===== config.mk =====
export PLATFORM = sky130hd
export DESIGN_NAME = pipe_stage_reg
export DESIGN_NICKNAME = d
export VERILOG_FILES = /design/src/rtl/pipe_pkg.sv /design/src/rtl/sat_counter.sv /design/src/rtl/pipe_stage_reg.sv
export SDC_FILE = /design/constraint.sdc
export NUM_CORES = 1
export LEC_CHECK = 0
export CAP_MARGIN = 25
export CORE_MARGIN = 2
export CORE_UTILIZATION = 40
export CTS_BUF_LIST = sky130_fd_sc_hd__clkbuf_16
export DETAILED_ROUTE_END_ITERATION = 6
export HOLD_SLACK_MARGIN = 0.06
export PLACE_DENSITY = 0.78
export SLEW_MARGIN = 10
export SYNTH_ARGS = -nofsm -noshare
export SYNTH_HDL_FRONTEND = slang
export SYNTH_SLANG_ARGS = --single-unit

===== constraint.sdc =====
create_clock -name clk -period 2.1 [get_ports clk]
set_clock_uncertainty 0.1 [all_clocks]
set_input_delay 0.42 -clock clk [delete_from_list [all_inputs] [get_ports clk]]
set_output_delay 0.42 -clock clk [all_outputs]
set_load 0.02 [all_outputs]

===== src/rtl/pipe_pkg.sv =====
// Shared types and constants for the core's inter-stage pipeline registers.
// Control-field layouts are 16 bits wide so they fit the default CTRL_W of pipe_stage_reg.
package pipe_pkg;

    localparam int unsigned CORE_CTRL_W = 16;

    // Occupancy of a stage register; the encoding doubles as the entry count.
    typedef enum logic [1:0] {
        EMPTY = 2'd0,
        ONE   = 2'd1,
        FULL  = 2'd2
    } stage_state_e;

    localparam logic [3:0] MULDIV_NOP = 4'b1111;

    typedef struct packed {
        logic        predicted_taken;
        logic        inst_valid;
        logic [13:0] rsvd;
    } if_id_ctrl_t;

    typedef struct packed {
        logic       regwrite;
        logic       memwrite;
        logic       memread;
        logic       memtoreg;
        logic       alusrc;
        logic       branch;
        logic       jump;
        logic [4:0] aluop;
        logic [3:0] mul_div_op;
    } id_ex_ctrl_t;

    typedef struct packed {
        logic       regwrite;
        logic       memwrite;
        logic       memread;
        logic       memtoreg;
        logic [2:0] mem_size;
        logic [8:0] rsvd;
    } ex_mem_ctrl_t;

    typedef struct packed {
        logic        regwrite;
        logic        memtoreg;
        logic [13:0] rsvd;
    } mem_wb_ctrl_t;

    // All write enables low, multiplier/divider idle.
    localparam logic [CORE_CTRL_W-1:0] CTRL_BUBBLE_ID_EX = {12'h000, MULDIV_NOP};

endpackage


===== src/rtl/sat_counter.sv =====
// Saturating up-counter with synchronous clear; clear wins over increment.
module sat_counter #(
    parameter int unsigned W = 16
) (
    input  logic         clk,
    input  logic         clr,
    input  logic         inc,
    output logic [W-1:0] count
);

    logic [W-1:0] count_q, count_d;

    always_comb begin
        count_d = count_q;
        if (clr) begin
            count_d = '0;
        end else if (inc && (count_q != {W{1'b1}})) begin
            count_d = count_q + W'(1);
        end
    end

    always_ff @(posedge clk) begin
        count_q <= count_d;
    end

    assign count = count_q;

endmodule


===== src/rtl/pipe_stage_reg.sv =====
// Valid/ready pipeline stage register with optional two-entry skid buffer,
// synchronous flush (bubble insertion) and a saturating stall-cycle counter.
module pipe_stage_reg
    import pipe_pkg::*;
#(
    parameter int unsigned       CTRL_W      = 16,
    parameter int unsigned       DATA_W      = 160,
    parameter logic [CTRL_W-1:0] CTRL_BUBBLE = CTRL_W'(CTRL_BUBBLE_ID_EX),
    parameter int unsigned       SKID        = 1,
    parameter int unsigned       CNT_W       = 16
) (
    input  logic              clk,
    input  logic              reset,
    input  logic              flush,
    input  logic              in_valid,
    output logic              in_ready,
    input  logic [CTRL_W-1:0] in_ctrl,
    input  logic [DATA_W-1:0] in_data,
    output logic              out_valid,
    input  logic              out_ready,
    output logic [CTRL_W-1:0] out_ctrl,
    output logic [DATA_W-1:0] out_data,
    output logic [1:0]        occupancy,
    output logic [CNT_W-1:0]  stall_cnt
);

    stage_state_e      state_q, state_d;
    logic [CTRL_W-1:0] main_ctrl_q, main_ctrl_d;
    logic [DATA_W-1:0] main_data_q, main_data_d;
    logic [CTRL_W-1:0] skid_ctrl_q, skid_ctrl_d;
    logic [DATA_W-1:0] skid_data_q, skid_data_d;
    logic              in_fire, out_fire;

    assign out_valid = (state_q != EMPTY);
    assign in_fire   = in_valid & in_ready;
    assign out_fire  = out_valid & out_ready;

    always_comb begin
        state_d     = state_q;
        main_ctrl_d = main_ctrl_q;
        main_data_d = main_data_q;
        skid_ctrl_d = skid_ctrl_q;
        skid_data_d = skid_data_q;
        if (flush) begin
            // Held entries and any entry accepted this cycle are discarded.
            state_d = EMPTY;
        end else begin
            unique case (state_q)
                EMPTY: begin
                    if (in_fire) begin
                        state_d     = ONE;
                        main_ctrl_d = in_ctrl;
                        main_data_d = in_data;
                    end
                end
                ONE: begin
                    if (in_fire && out_fire) begin
                        main_ctrl_d = in_ctrl;
                        main_data_d = in_data;
                    end else if (in_fire && (SKID != 0)) begin
                        state_d     = FULL;
                        skid_ctrl_d = in_ctrl;
                        skid_data_d = in_data;
                    end else if (out_fire) begin
                        state_d = EMPTY;
                    end
                end
                FULL: begin
                    if (out_fire) begin
                        state_d     = ONE;
                        main_ctrl_d = skid_ctrl_q;
                        main_data_d = skid_data_q;
                    end
                end
                default: state_d = EMPTY;
            endcase
        end
    end

    always_ff @(posedge clk) begin
        if (reset) begin
            state_q     <= EMPTY;
            main_ctrl_q <= CTRL_BUBBLE;
            main_data_q <= '0;
            skid_ctrl_q <= CTRL_BUBBLE;
            skid_data_q <= '0;
        end else begin
            state_q     <= state_d;
            main_ctrl_q <= main_ctrl_d;
            main_data_q <= main_data_d;
            skid_ctrl_q <= skid_ctrl_d;
            skid_data_q <= skid_data_d;
        end
    end

    generate
        if (SKID != 0) begin : g_skid
            // Registered ready breaks the out_ready -> in_ready path between stages.
            logic in_ready_q;
            always_ff @(posedge clk) begin
                if (reset) begin
                    in_ready_q <= 1'b1;
                end else begin
                    in_ready_q <= (state_d != FULL);
                end
            end
            assign in_ready = in_ready_q;
        end else begin : g_noskid
            assign in_ready = ~out_valid | out_ready;
        end
    endgenerate

    assign out_ctrl  = out_valid ? main_ctrl_q : CTRL_BUBBLE;
    assign out_data  = main_data_q;
    assign occupancy = state_q;

    sat_counter #(
        .W (CNT_W)
    ) u_stall_cnt (
        .clk   (clk),
        .clr   (reset),
        .inc   (out_valid & ~out_ready),
        .count (stall_cnt)
    );

endmodule


### After elaboration in Yosys (flattened, before gate mapping)

Index checks and enable logic that the tools add are counted.
Widths: inputs -> output; s select.

| storage, ports and cells | value |
|---|---|
| output and inout bits | 196 |
| register bits | 371 |

| operators by class | value |
|---|---|
| bitwise gates (word level) | 6 |
| reductions and logical operators | 7 |
| equal/unequal tests | 7 |
| muxes and demuxes | 16 |
| add/subtract/negate cells | 1 |

Operator list:

| kind | count |
|---|---|
| $mux 160 | 3 |
| $pmux 160 s3 | 1 |
| $mux 16 | 4 |
| $pmux 16 s3 | 1 |
| $add 16x1->16 const B | 1 |
| $ne 16x16->1 const B | 1 |
| $mux 2 | 6 |
| $ne 2x2->1 const B | 4 |
| $pmux 2 s3 | 1 |
| $reduce_and 5->1 | 1 |
| $reduce_and 4->1 | 1 |
| $and 1x1->1 | 3 |
| $not 1->1 | 3 |
| $reduce_bool 3->1 | 1 |
| $eq 2x1->1 const B | 1 |
| $eq 2x2->1 const B | 1 |
| $logic_and 1x1->1 | 2 |
| $logic_not 2->1 | 1 |
| $reduce_bool 2->1 | 1 |

### Logic depth before layout (Yosys ltp)

Gate-level depths: netlist (run 1).

| logic depth | value |
|---|---|
| depth after elaboration | 8 |
| depth in mapped cells | 8 |

### Modules after synthesis

Synthesis (run 1) repeated with hierarchy kept, for this count alone.

| second synthesis, totals | value |
|---|---|
| cells, all modules | 1687 |
| area total of the unflattened synthesis | 14787.9 um2 |

Modules (own cells, without submodules):

| module | cells each | times used | seq. area each (um2) | area an instance (um2) |
|---|---|---|---|---|
| pipe_stage_reg | 1588 | 1 | 7106.8 | 13939.6 |
| sat_counter | 99 | 1 | 320.3 | 848.3 |

### Worst setup path before layout (run 1)

Ideal clock, no wire load.

| timing path | value |
|---|---|
| path kind | register to register |
| start point | reg u_stall_cnt.count_q[0], in the netlist u_stall_cnt.count[0] |
| end point | reg u_stall_cnt.count_q[9], in the netlist u_stall_cnt.count[9] |
| period minus slack after synthesis | 2.238 ns |
| setup time | 0.123 ns |
| stages on the path, launching flop included | 7 |
| data arrival time | 2.015 ns |
| slack | -0.138 ns |
| cell sequence | dfxtp_1 -> ha_1 -> nand4_1 -> nor4_1 -> clkbuf_1 -> nor4_1 -> mux2_1 |

| between the ends | value |
|---|---|
| word-level cells in the longest chain between the ends | 2 |

RTL lines:

| item | line | RTL |
|---|---|---|
| start: declaration | sat_counter.sv:11 | `logic [W-1:0] count_q, count_d;` |
| start signal: assignment | sat_counter.sv:23 | `count_q <= count_d;` |
| parallel branches: the longest is 2 deep, another holds $add 16x1->16 | n/a |  |

Parallel ways; which one is timed is not known.
A chain may end at the register's enable or synchronous reset.

### Worst setup path in the final report (run 1)

| timing path | value |
|---|---|
| start point | reg state_q[0], in the netlist occupancy[0] |
| end point | reg main_data_q[147], in the netlist out_data[147] |

| between the ends | value |
|---|---|
| word-level cells in the longest chain between the ends | 5 |

RTL lines:

| item | line | RTL |
|---|---|---|
| start: declaration | pipe_stage_reg.sv:27 | `stage_state_e state_q, state_d;` |
| start signal: assignment | pipe_stage_reg.sv:88 | `state_q <= state_d;` |
| $reduce_bool 2->1 | pipe_stage_reg.sv:34 | `assign out_valid = (state_q != EMPTY);` |
| $and 1x1->1 | pipe_stage_reg.sv:36 | `assign out_fire = out_valid & out_ready;` |
| $logic_and 1x1->1 | pipe_stage_reg.sv:57 | `if (in_fire && out_fire) begin` |
| $ne 2x2->1 (no source line) | n/a |  |
| $reduce_and 5->1 (no source line) | n/a |  |
| end signal: assignment | pipe_stage_reg.sv:90 | `main_data_q <= main_data_d;` |
| end: declaration | pipe_stage_reg.sv:29 | `logic [DATA_W-1:0] main_data_q, main_data_d;` |

Several ways; a longest one is shown, not always the timed one.

==> impl_metrics.py, run 1 <==
metrics = {
    "critical_path": {
        "setup.worst_path.start_class": "flop",
        "critPathRequiredTime_ns": 2.42,
        "path_max_fanout": 8,
        "cp.buffers_inverters": 4,
        "worstPathCellList": "buf_6 -> and2b_4 -> a22oi_2 -> buf_12 -> or2_4 -> clkbuf_16 -> buf_16 -> a31o_1",
        "critical-path-max-stage-delay_ns": 0.35,
        "crit_family": "buffers and inverters",
        "worstSetupPathType": "reg2reg",
        "crit_path_end_kind": "flop",
        "arrival_ns": 2.42,
        "slowest_stage": "dfxtp_4",
    },
    "die": {
        "core-area_um2": 38600,
        "fp.dieW_um": 202,
        "dieArea_um2": 40600,
        "rows": 72,
        "initial_core_util_pct": 40.5,
        "die_h_um": 202,
        "ios": 377,
    },
    "clock_network": {
        "worstSkewPairLatency_ns": 0.54,
        "clk_pin_slew_ns": 0.06,
        "ctsHoldBuffers": 0,
        "cts_buffers": 41,
        "cts.sinks": 371,
        "clockBufferDepth": 3,
        "cts_root_buf": "clkbuf_16",
        "cts_max_level": 2,
        "cts_tree": "done",
    },
    "grt": {
        "grt_max_degree": 88,
        "first_global_vias": 15200,
        "grt-ovfl-total": 0,
        "grtUsageTotal_pct": 24.4,
        "grt_pass1_wl_um": 81700,
        "antenna_found_initial": 10,
    },
    "cells_and_area": {
        "area_growth_pct": 44.9,
        "fillers": 3313,
        "drive_above_1_share_pct": 11.0,
        "seqCellArea_um2": 7430,
        "multi_input_area_um2": 7510,
        "fin_area_um2": 22600,
        "instances_no_fill": 2827,
        "layout.nets": 2452,
    },
    "timing": {
        "min_period_ns": 2.10,
        "fmax_mhz": 477,
        "worst_slack_ns": 0.00451,
        "slew_headroom_pct": 64.9,
        "setup_viol": 0,
        "rsz0062_at_grt": "true",
        "fin_tns_setup_ns": 0,
        "finalHoldViolations": 0,
        "period_share_pct": 99.8,
        "slew_violations": 0,
        "tightestPinTransition_ns": 0.513,
    },
    "placed_design": {
        "place_hpwl_um": 33600,
        "dp_slack_ns": -0.591,
        "place.gp.congestion": 0.915,
        "port_buffers": 376,
        "dp.cells": 2711,
        "place_area_um2": 20400,
    },
    "synthesis": {
        "synth_enable_flop_cells": 0,
        "seq_area_frac_synth_pct": 47.6,
        "synth.cell_area_um2": 15600,
        "synth_cells": 1918,
        "ys_types": 43,
        "synth_flop_cell": "dfxtp_1",
        "yosys_warnings": 0,
        "postSynthAreaPerCell_um2": 8.14,
        "ys_ff_latch": 371,
        "ys_async_sr_fraction_pct": 0,
        "synth_nets": 2100,
    },
    "drt": {
        "viasPerCell": 5.76,
        "detail_route.first_pass.iterations": 7,
        "drt_iter0_markers": 1189,
        "antenna_left": 0,
        "drcViolationCount": 0,
        "num_vias": 16300,
        "wl_um": 56300,
        "wl_per_cell_um": 19.9,
    },
    "power_and_ir_drop": {
        "leakagePower_nw": 8.14,
        "p_per_area_nw_per_um2": 753,
        "irDropWorstVdd_mv": 0.546,
        "p_total_mw": 17.0,
    },
    "outcome": {
        "status": "completed",
    },
    "min_path": {
        "hp-class": "in2reg",
    },
    "job": {
        "max_cap_viol_count": 0,
    },
}
-- cells in the mapped netlist, types with 2 or more instances --
cell | number | area, µm²
nand2_1 | 700 | 2630
dfxtp_1 | 371 | 7430
a21oi_1 | 189 | 946
a2111oi_0 | 172 | 1510
a31o_1 | 172 | 1510
clkbuf_1 | 146 | 548
buf_2 | 33 | 165
buf_4 | 17 | 128
nor2b_1 | 14 | 87.6
nand4_1 | 10 | 62.6
nand3_1 | 9 | 45.0
o21ai_0 | 9 | 45.0
nor2_1 | 7 | 26.3
nor4_1 | 7 | 43.8
or3_1 | 7 | 43.8
buf_1 | 6 | 22.5
or2_2 | 5 | 31.3
or4_1 | 5 | 37.5
mux2_2 | 4 | 45.0
a211oi_1 | 3 | 22.5
inv_1 | 3 | 11.3
nor3_1 | 3 | 15.0
o31ai_1 | 3 | 22.5
nand2b_1 | 2 | 12.5
nand3b_1 | 2 | 15.0
nor3b_1 | 2 | 15.0
-- registers in the layout, summed over array words and instances, names as in the netlist --
signal / count
skid_data_q: 160
out_data: 160
in_ready: 1
occupancy: 2
main_ctrl_q: 16
skid_ctrl_q: 16
u_stall_cnt.count: 16
-- logic make-up after synthesis --
group                      count (synthesis)  share of synthesized area, %
buffers and inverters                    206                          5.63
DFF                                      371                          47.6
xor gates and xnor gates                   1                        0.0561
adders and majority gates                  1                        0.0801
and+or+nand+nor                          780                          20.0
muxes                                      5                         0.361
AOI/OAI and AO/OA                        554                          26.3
-- area by class of cell --
| class | count | share of cell area (%) |
|---|---|---|
| sequential | 371 | 32.9 |
| timing repair buffer | 511 | 24.7 |
| clock buffer | 41 | 4.54 |
| multi-input combinational | 1341 | 33.2 |
| antenna | 10 | 0.111 |
| clock inverter | 31 | 1.63 |
| inverter | 4 | 0.0885 |
| tap | 518 | 2.87 |
-- what timing repair did --
item                                    CTS  global route
pin swaps                                 1           128
gates resized for setup                  96           107
endpoints found under the setup margin   48           159
gates cloned                              0            22
setup buffers                             2            11
-- power by group --
part | leakage (nW) | total, mW | switching, mW | internal (mW)
combinational | 4.41 | 2.09 | 1.06 | 1.03
sequential | 3.01 | 7.37 | 0.130 | 7.24
clock | 0.711 | 7.56 | 2.92 | 4.65
-- per-layer routing --
layer	global-route usage [%]	part of all wire, %	vias up
met5	0	0	-
met4	11.5	3.7	0
met3	5.99	8.6	137
met2	39.3	48	788
met1	30.6	40	7837
li1	-	-	7523
-- per-stage QoR --
stage          utilization [%]  hold WS (ns)
2_1_floorplan                -         0.337
3_3_place_gp              52.9         0.340
3_5_place_dp              52.9         0.347
4_1_cts                   56.7         0.212
5_1_grt                   58.7         0.247
6_report                  58.7         0.232
-- final timing paths --
path              slack, ns  depth (start not counted)                          from                      endpoint
setup / recovery      0.005                          8       occupancy[0]$_SDFF_PP0_    out_data[147]$_SDFFE_PP0P_
hold / removal         0.23                          2                         reset   skid_data_q[9]$_SDFFE_PP0P_
setup reg to reg      0.005                          8       occupancy[0]$_SDFF_PP0_    out_data[147]$_SDFFE_PP0P_
hold reg to reg        0.35                          2  skid_data_q[78]$_SDFFE_PP0P_  skid_data_q[78]$_SDFFE_PP0P_
-- cells in the final DEF (no fill, tap or decap), drive strengths merged, types with 7 or more instances in the layout --
master and n:
a31o 172, nand4 10, bufinv 9, nor2 7, inv 12, nor4 7
clkbuf 56, nor2b 14, o21ai 9, nand3 9, clkdlybuf4s50 335, a2111oi 172
nand2 700, buf 135, clkinv 14, a21oi 189, dfxtp 371, or3 7
diode 10, dlygate4sd2 18
No activity file was read; power rests on OpenSTA's default activity.
==> run 2: changes to the inputs <==
MAX_ROUTING_LAYER = met4   (was unset)
==> run 2 against run 1 <==
Against the previous run: the flow now finishes with violations (negative setup slack); maximum frequency shrank 3.1%; total power down 0.35%; final cell count down 0.25%; critical path type unchanged; highest routed layer unchanged.
==> impl_metrics.py, run 2 (same netlist as run 1, synthesis figures left out) <==
metrics = {
    "die": {
        "rows": 72,
        "dieArea_um2": 40600,
        "die_h_um": 202,
        "core-area_um2": 38600,
        "fp.dieW_um": 202,
        "initial_core_util_pct": 40.5,
        "ios": 377,
    },
    "grt": {
        "busiest_layer": "met2",
        "first_global_vias": 15200,
        "use_met2_pct": 39.5,
        "grt_max_degree": 88,
        "grt_use_met1_pct": 30.8,
        "grt-ovfl-total": 0,
        "grt.met3_usage_pct": 5.65,
        "antenna_found_initial": 10,
        "grtUsageTotal_pct": 25.1,
        "grt_pass1_wl_um": 81700,
    },
    "drt": {
        "drcViolationCount": 0,
        "viasPerCell": 5.74,
        "drt_iter0_markers": 1157,
        "wl_per_cell_um": 19.5,
        "antenna_left": 0,
        "detail_route.first_pass.iterations": 5,
        "num_vias": 16200,
        "wl_um": 55000,
    },
    "clock_network": {
        "cts_root_buf": "clkbuf_16",
        "clk_pin_slew_ns": 0.06,
        "cts.sinks": 371,
        "clockBufferDepth": 3,
        "ctsHoldBuffers": 0,
        "cts_tree": "done",
        "cts_max_level": 2,
        "worstSkewPairLatency_ns": 0.53,
        "cts_buffers": 41,
    },
    "timing": {
        "hold_slack_ns": 0.226,
        "min_period_ns": 2.16,
        "tightestPinTransition_ns": 0.580,
        "fmax_mhz": 462,
        "slew_violations": 0,
        "worst_slack_ns": -0.0625,
        "finalHoldViolations": 0,
        "setup_viol": 34,
        "period_share_pct": 103,
        "slew_headroom_pct": 60.4,
        "rsz0062_at_grt": "true",
    },
    "power_and_ir_drop": {
        "p_total_mw": 17.0,
        "p_per_area_nw_per_um2": 755,
        "leakagePower_nw": 8.05,
        "irDropWorstVdd_mv": 0.602,
    },
    "placed_design": {
        "dp.cells": 2711,
        "port_buffers": 376,
        "place.gp.congestion": 0.931,
        "place_hpwl_um": 33600,
        "place_area_um2": 20400,
    },
    "cells_and_area": {
        "fin_area_um2": 22500,
        "layout_common_cells": "nand2_1 (700), dfxtp_1 (367), clkdlybuf4s50_1 (335)",
        "drive_above_1_share_pct": 10.7,
        "instances_no_fill": 2820,
        "layout_commonest_cell": "nand2_1",
        "layout.nets": 2445,
        "fillers": 3315,
        "area_growth_pct": 44.0,
    },
    "outcome": {
        "status": "finished with violations",
        "violations": "negative setup slack",
    },
    "min_path": {
        "hp-class": "in2reg",
        "min_to": "skid_data_q[9]$_SDFFE_PP0P_",
        "min_path_cells": 2,
        "hp-start": "reset",
    },
    "critical_path": {
        "ff2ff_path_depth": 8,
        "arrival_ns": 2.48,
        "critPathRequiredTime_ns": 2.42,
        "critPathLaunch": "occupancy[0]$_SDFF_PP0_",
        "rr_startpoint": "occupancy[0]$_SDFF_PP0_",
        "rrSetupSlack_ns": -0.06,
        "reg2reg_to": "out_data[132]$_SDFFE_PP0P_",
        "worstSetupPathType": "reg2reg",
        "crit_path_end_kind": "flop",
        "setup.worst_path.start_class": "flop",
        "path_max_fanout": 16,
    },
    "job": {
        "max_cap_viol_count": 0,
    },
}
[run 2: cell count changes in the layout (fill, tap and decap cells not counted), sizes merged]
cell and change:
buf -5, clkbuf -4, clkdlybuf4s15 +2
[run 2: worst max-delay path by stage]
stage	slack, ns	end	cells past startpoint
after floorplan	0.02	u_stall_cnt.count[13]$_SDFFE_PP0P_	5
after global placement	-0.46	main_ctrl_q[10]$_SDFFE_PP0P_	9
after detailed placement	-0.59	main_ctrl_q[10]$_SDFFE_PP0P_	8
after CTS	-0.01	out_ctrl[3]	4
after global routing	-0.11	out_data[132]$_SDFFE_PP0P_	8
final	-0.06	out_data[132]$_SDFFE_PP0P_	8
[run 2: metrics by stage]
step / util [%] / setup WS (ns) / TNS [ns]
global route: 58.3 / -0.105 / -5.08
finish: 58.3 / -0.0625 / -0.642
global placement: 52.9 / -0.459 / -100.57
detailed placement: 52.9 / -0.591 / -105.55
CTS: 56.7 / -0.0149 / -0.0149
floorplan: - / 0.0181 / 0
[run 2: worst max-delay path, cell delays in order, from the launching register on]
cell	delay, ns
dfxtp_4	0.35
buf_6	0.13
and2b_4	0.30
a22oi_2	0.11
buf_12	0.15
or2_4	0.33
buf_12	0.18
clkbuf_16	0.19
a31o_1	0.22
[run 2: layer usage]
| layer | vias to the layer above | wire (µm) |
|---|---|---|
| met5 | - | 0 |
| met4 | 0 | 2110 |
| met3 | 147 | 4640 |
| met2 | 754 | 26000 |
| met1 | 7767 | 22200 |
| li1 | 7510 | - |
[run 2: what timing repair did]
item | 4_1_cts | 5_1_grt
buffers inserted | 2 | 11
endpoints found under the setup margin | 48 | 159
pin swaps | 1 | 123
cloned | 0 | 14
resized for setup | 96 | 97
[run 2: layout make-up]
class	count	area, µm²	area share [%]
sequential	371	7430	33.1
tap	518	648	2.88
timing repair buffer	504	5450	24.2
multi-input combinational	1341	7510	33.4
clock inverter	31	369	1.64
antenna	10	25.0	0.111
inverter	4	20.0	0.0890
clock buffer	41	1030	4.56
[run 2: power by group]
| group | internal (mW) | switching (mW) | total (mW) |
|---|---|---|---|
| clock | 4.65 | 2.91 | 7.56 |
| combinational | 0.998 | 1.03 | 2.03 |
| sequential | 7.24 | 0.130 | 7.37 |
| total | 12.9 | 4.08 | 17.0 |
==> run 3: changes to the inputs <==
REMOVE_ABC_BUFFERS = 1   (was unset)
SLEW_MARGIN = 20   (was 10)
==> run 3 against run 2 <==
Against the previous run: total power decreased by 6.1%; global-route usage decreased by 0.39 points; setup slack improved by 0.099 ns; register-to-register slack improved by 0.099 ns; highest routed layer unchanged; clock-buffer cell count unchanged; combinational power decreased by 7%; non-clock buffer count decreased by 26; the run now ends clean.
==> impl_metrics.py, run 3 (same netlist as run 1, synthesis figures left out) <==
metrics = {
    "outcome": {
        "status": "completed",
    },
    "placed_design": {
        "port_buffers": 376,
        "place.gp.congestion": 0.829,
        "dp.cells": 2709,
        "dp_slack_ns": -0.468,
        "place_hpwl_um": 33000,
        "place_area_um2": 20400,
    },
    "critical_path": {
        "worstSetupPathType": "reg2out",
        "crit_family": "buffers and inverters",
        "rr_startpoint": "occupancy[1]$_SDFF_PP0_",
        "rrSetupSlack_ns": 0.04,
        "critical-path-max-stage-delay_ns": 0.63,
        "critPathRequiredTime_ns": 1.58,
        "ff2ff_path_depth": 6,
        "cp.buffers_inverters": 1,
        "setup.worst_path.start_class": "flop",
        "arrival_ns": 1.54,
        "reg2reg_to": "out_data[22]$_SDFFE_PP0P_",
        "crit_path_end_kind": "primary output",
        "worstPathCellList": "clkdlybuf4s50_1",
        "slowest_stage": "clkdlybuf4s50_1",
        "path_max_fanout": 2,
    },
    "drt": {
        "wl_per_cell_um": 18.4,
        "drcViolationCount": 0,
        "drt_iter0_markers": 1096,
        "num_vias": 16000,
        "viasPerCell": 5.75,
        "detail_route.first_pass.iterations": 6,
        "antenna_left": 0,
        "wl_um": 51200,
    },
    "clock_network": {
        "clk_pin_slew_ns": 0.06,
        "cts.sinks": 371,
        "worstSkewPairLatency_ns": 0.54,
        "cts_tree": "done",
        "cts_root_buf": "clkbuf_16",
        "cts_max_level": 2,
        "clockBufferDepth": 3,
        "cts_buffers": 40,
    },
    "timing": {
        "tightestPinTransition_ns": 0.609,
        "finalHoldViolations": 0,
        "slew_violations": 0,
        "worst_slack_ns": 0.0360,
        "slew_headroom_pct": 58.3,
        "period_share_pct": 98.3,
        "hold_slack_ns": 0.115,
        "fmax_mhz": 484,
        "min_period_ns": 2.06,
        "fin_tns_setup_ns": 0,
        "rsz0062_at_grt": "true",
        "setup_viol": 0,
    },
    "job": {
        "max_cap_viol_count": 0,
    },
    "cells_and_area": {
        "area_growth_pct": 38.7,
        "seqCellArea_um2": 7430,
        "multi_input_area_um2": 7390,
        "layout.nets": 2418,
        "layout_common_cells": "nand2_1 (700), dfxtp_1 (369), clkdlybuf4s50_1 (318)",
        "layout_commonest_cell": "nand2_1",
        "fin_util_pct": 56.2,
        "fillers": 3388,
        "instances_no_fill": 2782,
        "fin_area_um2": 21700,
        "drive_above_1_share_pct": 8.71,
    },
    "grt": {
        "first_global_vias": 15500,
        "grt_max_degree": 89,
        "grtUsageTotal_pct": 24.7,
        "grt_pass1_wl_um": 80700,
        "grt-ovfl-total": 0,
        "antenna_found_initial": 1,
    },
    "die": {
        "rows": 72,
        "core-area_um2": 38600,
        "initial_core_util_pct": 40.5,
        "fp.dieW_um": 202,
        "ios": 377,
        "die_h_um": 202,
        "dieArea_um2": 40600,
    },
    "power_and_ir_drop": {
        "leakagePower_nw": 7.92,
        "irDropWorstVdd_mv": 0.590,
        "p_total_mw": 15.9,
        "p_per_area_nw_per_um2": 736,
    },
    "min_path": {
        "min_path_cells": 2,
        "hp-class": "in2reg",
        "hp-start": "reset",
        "min_to": "skid_data_q[21]$_SDFFE_PP0P_",
    },
}
[run 3: layout make-up]
cell class                      count  area share, %
Antenna cell                        1         0.0116
Tap cell                          518           2.99
Clock inverter                     28          0.890
Inverter                            4         0.0924
Timing Repair Buffer              478           22.9
Sequential cell                   371           34.3
Multi-Input combinational cell   1341           34.1
Clock buffer                       41           4.74
[run 3: metal layers]
| metal | GRT usage (%) | share of wire [%] |
|---|---|---|
| met1 | 29.9 | 40 |
| met2 | 40.1 | 48 |
| met3 | 4.75 | 8.1 |
| met4 | 11.0 | 3.4 |
| met5 | - | 0 |
[run 3: worst max path at each step]
stage	to	slack, ns	start	depth (start not counted)
6_report	out_data[29]	0.04	out_data[29]$_SDFFE_PP0P_	1
3_5_place_dp	out_data[117]$_SDFFE_PP0P_	-0.47	in_valid	7
4_1_cts	out_ctrl[4]	-0.03	occupancy[0]$_SDFF_PP0_	4
5_1_grt	out_data[91]$_SDFFE_PP0P_	-0.04	occupancy[0]$_SDFF_PP0_	7
2_1_floorplan	skid_ctrl_q[0]$_SDFFE_PP1P_	-7.89	occupancy[0]$_SDFF_PP0_	4
3_3_place_gp	out_data[117]$_SDFFE_PP0P_	-0.47	in_valid	7
[run 3: what timing repair did]
action | CTS | global route
gates resized for setup | 81 | 61
hold buffers | 0 | 0
pin swaps | 0 | 2
endpoints found under the setup margin | 48 | 109
buffers inserted | 2 | 1
[run 3: where the power goes]
part           leakage [nW]  switching [mW]  internal (mW)
logic                  4.27           0.989          0.905
clock network         0.645            2.79           3.88
registers              3.01           0.127           7.24
total                  7.92            3.91           12.0
